**src/rtl/periph_pkg.sv**
```systemverilog
// Shared definitions for the dm_periph data-bus peripheral.
//   - register offsets inside the 16-word window
//   - default window base address
//   - timer mode encoding
package periph_pkg;

    localparam logic [11:0] DEF_BASE = 12'hF00;

    localparam logic [3:0] OFF_TACCR_A = 4'd0;
    localparam logic [3:0] OFF_TACCR_B = 4'd1;
    localparam logic [3:0] OFF_MODE    = 4'd2;
    localparam logic [3:0] OFF_IFG     = 4'd3;
    localparam logic [3:0] OFF_IE      = 4'd4;
    localparam logic [3:0] OFF_TICK    = 4'd5;
    localparam logic [3:0] OFF_SCRATCH = 4'd6;

    typedef enum logic [1:0] {
        MODE_STOP = 2'd0,
        MODE_UP   = 2'd1,
        MODE_CONT = 2'd2,
        MODE_UPDN = 2'd3
    } tmr_mode_t;

endpackage

```
**src/rtl/dm_periph_irq_flag.sv**
```systemverilog
// One interrupt flag / enable pair.
// Ports:
//   clk, reset  : clock, synchronous active-high reset
//   set         : event pulse, sets the flag (wins over clear)
//   clr         : write-1-clear strobe for the flag
//   en_we, en_d : enable bit write strobe and data
//   flag, en    : stored flag and enable bits
//   req         : flag & en, no extra register stage
module irq_flag (
    input  logic clk,
    input  logic reset,
    input  logic set,
    input  logic clr,
    input  logic en_we,
    input  logic en_d,
    output logic flag,
    output logic en,
    output logic req
);

    always_ff @(posedge clk) begin
        if (reset) begin
            flag <= 1'b0;
            en   <= 1'b0;
        end else begin
            if (set)
                flag <= 1'b1;
            else if (clr)
                flag <= 1'b0;
            if (en_we)
                en <= en_d;
        end
    end

    assign req = flag & en;

endmodule

```
**src/rtl/dm_periph.sv**
```systemverilog
// Memory-mapped peripheral responder on the CPU data bus. Holds the timer
// compare/mode registers, the interrupt flags/enables and a scratch word, and
// returns read data with one cycle of latency plus a HIT flag so the top
// level can mux it against data_mem.
// Ports:
//   CLK, RESET          : clock, synchronous active-high reset
//   DMAW, DMO, WRV      : write address, data, strobe
//   DMAR, RDV           : read address, strobe
//   DQ, HIT             : registered read data and window-hit flag
//   TACCR_A, TACCR_B    : timer compare values
//   MODE_A, MODE_B      : timer modes
//   IRT_A, IRT_B        : timer event pulses
//   IRQ                 : bit1 = timer A request, bit0 = timer B request
// Build option: PERIPH_TICK_EN adds a free-running 16-bit counter at
// offset 5; without it offset 5 reads 0.
module dm_periph
    import periph_pkg::*;
#(
    parameter logic [11:0] BASE = DEF_BASE
) (
    input  logic        CLK,
    input  logic        RESET,
    input  logic [11:0] DMAW,
    input  logic [15:0] DMO,
    input  logic        WRV,
    input  logic [11:0] DMAR,
    input  logic        RDV,
    output logic [15:0] DQ,
    output logic        HIT,
    output logic [15:0] TACCR_A,
    output logic [15:0] TACCR_B,
    output tmr_mode_t   MODE_A,
    output tmr_mode_t   MODE_B,
    input  logic        IRT_A,
    input  logic        IRT_B,
    output logic [1:0]  IRQ
);

    logic        wr_hit;
    logic        rd_hit;
    logic [3:0]  wr_off;
    logic [3:0]  rd_off;
    logic [15:0] scratch;
    logic [15:0] tick;
    logic [15:0] rdata;
    logic        ifg_a, ifg_b, ie_a, ie_b;
    logic        we_ifg, we_ie;

    assign wr_hit = WRV && (DMAW[11:4] == BASE[11:4]);
    assign rd_hit = DMAR[11:4] == BASE[11:4];
    assign wr_off = DMAW[3:0];
    assign rd_off = DMAR[3:0];
    assign we_ifg = wr_hit && (wr_off == OFF_IFG);
    assign we_ie  = wr_hit && (wr_off == OFF_IE);

    always_ff @(posedge CLK) begin
        if (RESET) begin
            TACCR_A <= '0;
            TACCR_B <= '0;
            MODE_A  <= MODE_STOP;
            MODE_B  <= MODE_STOP;
            scratch <= '0;
        end else if (wr_hit) begin
            case (wr_off)
                OFF_TACCR_A: TACCR_A <= DMO;
                OFF_TACCR_B: TACCR_B <= DMO;
                OFF_MODE: begin
                    MODE_A <= tmr_mode_t'(DMO[1:0]);
                    MODE_B <= tmr_mode_t'(DMO[3:2]);
                end
                OFF_SCRATCH: scratch <= DMO;
                default: ;
            endcase
        end
    end

`ifdef PERIPH_TICK_EN
    always_ff @(posedge CLK) begin
        if (RESET)
            tick <= '0;
        else
            tick <= tick + 16'd1;
    end
`else
    assign tick = '0;
`endif

    irq_flag u_flag_a (
        .clk   (CLK),
        .reset (RESET),
        .set   (IRT_A),
        .clr   (we_ifg && DMO[0]),
        .en_we (we_ie),
        .en_d  (DMO[0]),
        .flag  (ifg_a),
        .en    (ie_a),
        .req   (IRQ[1])
    );

    irq_flag u_flag_b (
        .clk   (CLK),
        .reset (RESET),
        .set   (IRT_B),
        .clr   (we_ifg && DMO[1]),
        .en_we (we_ie),
        .en_d  (DMO[1]),
        .flag  (ifg_b),
        .en    (ie_b),
        .req   (IRQ[0])
    );

    // Read mux sees register state before this edge's updates, so a
    // same-cycle write, flag set or tick increment is not yet visible.
    always_comb begin
        rdata = '0;
        case (rd_off)
            OFF_TACCR_A: rdata = TACCR_A;
            OFF_TACCR_B: rdata = TACCR_B;
            OFF_MODE:    rdata = {12'd0, MODE_B, MODE_A};
            OFF_IFG:     rdata = {14'd0, ifg_b, ifg_a};
            OFF_IE:      rdata = {14'd0, ie_b, ie_a};
            OFF_TICK:    rdata = tick;
            OFF_SCRATCH: rdata = scratch;
            default:     rdata = '0;
        endcase
    end

    // DQ only loads on a hit read; HIT drops on any cycle without one.
    always_ff @(posedge CLK) begin
        if (RESET) begin
            DQ  <= '0;
            HIT <= 1'b0;
        end else begin
            HIT <= RDV && rd_hit;
            if (RDV && rd_hit)
                DQ <= rdata;
        end
    end

endmodule
```
**config.mk**
```make
export PLATFORM = sky130hd
export DESIGN_NAME = dm_periph
export DESIGN_NICKNAME = d
export VERILOG_FILES = /design/src/rtl/periph_pkg.sv /design/src/rtl/dm_periph_irq_flag.sv /design/src/rtl/dm_periph.sv
export SDC_FILE = /design/constraint.sdc
export NUM_CORES = 1
export LEC_CHECK = 0
export ABC_AREA = 1
export CORE_ASPECT_RATIO = 1.1
export CORE_MARGIN = 5
export CORE_UTILIZATION = 40
export CTS_BUF_LIST = sky130_fd_sc_hd__clkbuf_2 sky130_fd_sc_hd__clkbuf_4 sky130_fd_sc_hd__clkbuf_8
export CTS_CLUSTER_SIZE = 8
export DETAILED_ROUTE_END_ITERATION = 6
export PLACE_DENSITY = 0.7
export REMOVE_ABC_BUFFERS = 1
export SLEW_MARGIN = 30
export SYNTH_ARGS = -nofsm -noshare
export SYNTH_HDL_FRONTEND = slang
export SYNTH_SLANG_ARGS = --single-unit
```
**constraint.sdc**
```tcl
create_clock -name CLK -period 1.5 [get_ports CLK]
set_input_delay 0.3 -clock CLK [delete_from_list [all_inputs] [get_ports CLK]]
set_output_delay 0.3 -clock CLK [all_outputs]
set_load 0.01 [all_outputs]
```
==> results.toml <==
[grt]
grt_use_met3_pct = 4.07
use_met2_pct = 34.5
antenna_found_initial = 0
first_global_vias = 3489
grt_use_total_pct = 20.1
busiest_layer = "met2"
use_met1_pct = 24.9
grt_overflow = 0
grt_pass1_wl_mm = 17.0
grt_max_degree = 39

[sta]
report.final.slew_viol_count = 0
finalSetupViolCount = 0
tightest_slew_ps = 355
hold_violations = 0
max_clock_freq_mhz = 674
rsz0062_at_grt = "yes"
fin_crit_sh_pct = 98.9
clock_skew_ps = 10.0
period_minus_slack_ps = 1480
maxSlewHeadroom_pct = 76.2
setup_slack_ps = 16.0

[logic_synthesis]
synth.distinct_cells = 22
synthMuxAreaShare_pct = 0
synth_top_area_cell = "dfxtp_1"
synthSimpleGateAreaFrac_pct = 38.3
synth.top_cell.area_share_pct = 43.1
synth_xor_xnor_area_share_pct = 0
avgSynthCellArea_um2 = 7.09
ys_ff_latch = 73
seq_area_frac_synth_pct = 43.1
synthCells = 478
synth_fa_ha_area_share_pct = 0
synth_top_family_by_area = "simple AND/OR/NAND/NOR gates"
yosysWarnings = 0
netlist_area_um2 = 3390
synth.area.top_cells = "dfxtp_1 43%, nand3_1 11%, nand2_1 9.0%"
synth_compound_area_share_pct = 10.3

[setup_path]
worstReg2RegEnd = "DQ[0]"
rr_worst_depth = 6
cp_cell_sequence = "clkdlybuf4s50_1, nor2_2, nand3_2, nor2_4, nand2_2, nor3_1, nor2_1"
ff2ff_setup_slack_ps = 640
path_max_fanout = 16
crit_path_end_kind = "flop"
critPathArrivalTime_ps = 1720
worst-setup-path-type = "in -> reg"
rr_startpoint = "u_flag_a.flag"
critPathSlowestCell = "clkdlybuf4s50_1"
cp.buffers_inverters = 1
cp_data_required_time_ps = 1730
crit_family = "simple AND/OR/NAND/NOR gates"
cpPeakStageDelay_ps = 440
start_kind = "input pin"

[run]
max_cap_viol_count = 0

[clock_tree]
root_buffer = "clkbuf_8"
cts.sinks = 73
clk_pin_slew_ps = 80
holdBufCountCts = 0
clock_latency_ps = 350
clk_path_buf_depth = 2
cts.htree.levels = 3
cts_made_buffers = 9
cts_tree = "done"

[pwr]
switchingPower_mw = 0.941
cellInternalPower_mw = 2.91
p_seq_share_pct = 50.4
clockPowerShare_pct = 40.1
power_density_nw_per_um2 = 795
power.leakage_nw = 2.22
irDropWorstVdd_mv = 0.489
power_frac_comb_pct = 9.5
p_sw_share_pct = 24.4

[die]
die_w_um = 97.8
core_um2 = 8320
initial_core_util_pct = 40.7
ioPinCount = 101
dieHeight_um = 107
dieArea_um2 = 10400
rows = 35

[worst_hold_path]
hp-start = "scratch[15]"
hold-path-endpoint = "scratch[15]"
whs_path_depth = 2
hold_path_class = "reg -> reg"

[final_layout]
finalNetCount = 637
final-seq-area_um2 = 1460
nFillCells = 783
final_util_pct = 58.3
multi_input_area_um2 = 1660
syn_to_final_growth_pct = 43.2
final_layout_size_suffix_gt1_share_pct = 12.3
diodes = 0

[detailed_routing]
wl_per_cell_um = 15.2
vias = 3722
drc = 0
drt_iter0_markers = 231
wl_mm = 10.7
first_pass_iters = 5
avgViaCountPerCell = 5.27
drtAntennaViolNets = 0

[outcome]
status = "complete, no violations"

[place]
pre_cts_ws_ps = -321
io_buffers = 100
dpl.hpwl_mm = 7.68
gp_congestion = 0.859
-- flip-flops by register name, indices dropped and copies added, names as in the netlist --
register,count
DQ,16
TACCR_A,16
TACCR_B,16
scratch,16
MODE_A,2
MODE_B,2
HIT,1
u_flag_a.en,1
u_flag_a.flag,1
u_flag_b.en,1
u_flag_b.flag,1
-- worst max-delay path by stage --
stage,startpoint,slack (ps),cells past startpoint,to
after floorplan,DMAR[3],-540,7,DQ[1]
after global placement,DMAW[9],-240,8,TACCR_A[14]
after detailed placement,DMAW[8],-320,8,TACCR_A[14]
after CTS,DMAW[8],40,8,TACCR_A[14]
after global routing,DMAW[9],-130,8,TACCR_A[3]
final,DMAW[7],20,7,TACCR_A[14]
-- cell families after synthesis --
| kind of cell | count (synthesis) |
|---|---|
| buffers and inverters | 61 |
| AOI/OAI and AO/OA | 70 |
| and+or+nand+nor | 274 |
| DFF | 73 |
-- worst reg2reg max path: stages, from the launching register on --
cell and delay (ps):
dfxtp_1 330, nand3_1 90, nand2_1 60, nor2_1 120
nand2_1 60, nand2_1 50, a21oi_1 50
-- synthesized netlist by cell type --
cell      count
o21ai_0      14
nand3_4       1
nor4_4        1
inv_1        28
nor2_1       66
nor2_2        5
buf_2        14
buf_4         5
nand2_2       2
nor3_2        1
nand4_1      19
dfxtp_1      73
nand2_1      81
inv_2         2
nor3_1       16
nor2_4        6
nand3_2       1
a21oi_1      38
nand3_1      75
buf_6         2
o21ai_1      18
clkbuf_1     10
-- power groups by stage --
stage / clock (mW) / sequential, mW / combinational, mW
floorplan: 0 / 1.99 / 0.0949
global placement: 0 / 1.99 / 0.356
detailed placement: 0 / 1.99 / 0.361
CTS: 1.55 / 1.94 / 0.363
global route: 1.64 / 1.94 / 0.393
finish: 1.55 / 1.94 / 0.367
-- what timing repair did --
item	in CTS	in global routing
buffers inserted	0	0
resized for setup	56	4
setup endpoints to repair	55	29
hold endpoints to repair	0	0
pin swaps	0	1
-- routing by layer --
metal  part of all wire [%]  vias up  wire (um)
met1                     41     1738       4430
li1                       -     1824          -
met3                    7.1       13        764
met2                     50      147       5380
met4                    1.2        0        126
met5                      0        -          0
-- layout make-up --
cell class	count	area share [%]
Inverter	30	2.32
Tap cell	111	2.86
Multi-Input combinational cell	344	34.3
Timing Repair Buffer	133	26.4
Clock buffer	10	2.84
Clock inverter	5	1.16
Sequential cell	73	30.1
-- stage by stage --
step           instance area [um^2]  TNS (ps)  hold WS (ps)  std cells  total power [mW]
2_1_floorplan                  3220     -7980           369        447              2.08
3_3_place_gp                   4710    -12640           447        691              2.34
3_5_place_dp                   4710    -15380           451        691              2.35
4_1_cts                        4840         0           462        706              3.85
5_1_grt                        4850     -2210           477        706              3.98
6_report                       4850         0           461        706              3.86
-- layout by cell type (no fill, tap or decap), types with 19 or more instances in the layout --
cell / instances
a21oi_1: 38
buf_4: 25
clkdlybuf4s50_1: 45
dfxtp_1: 72
dlygate4sd2_1: 55
inv_1: 28
nand2_1: 81
nand3_1: 73
nand4_1: 19
nor2_1: 63
No activity file was read; power rests on OpenSTA's default activity.
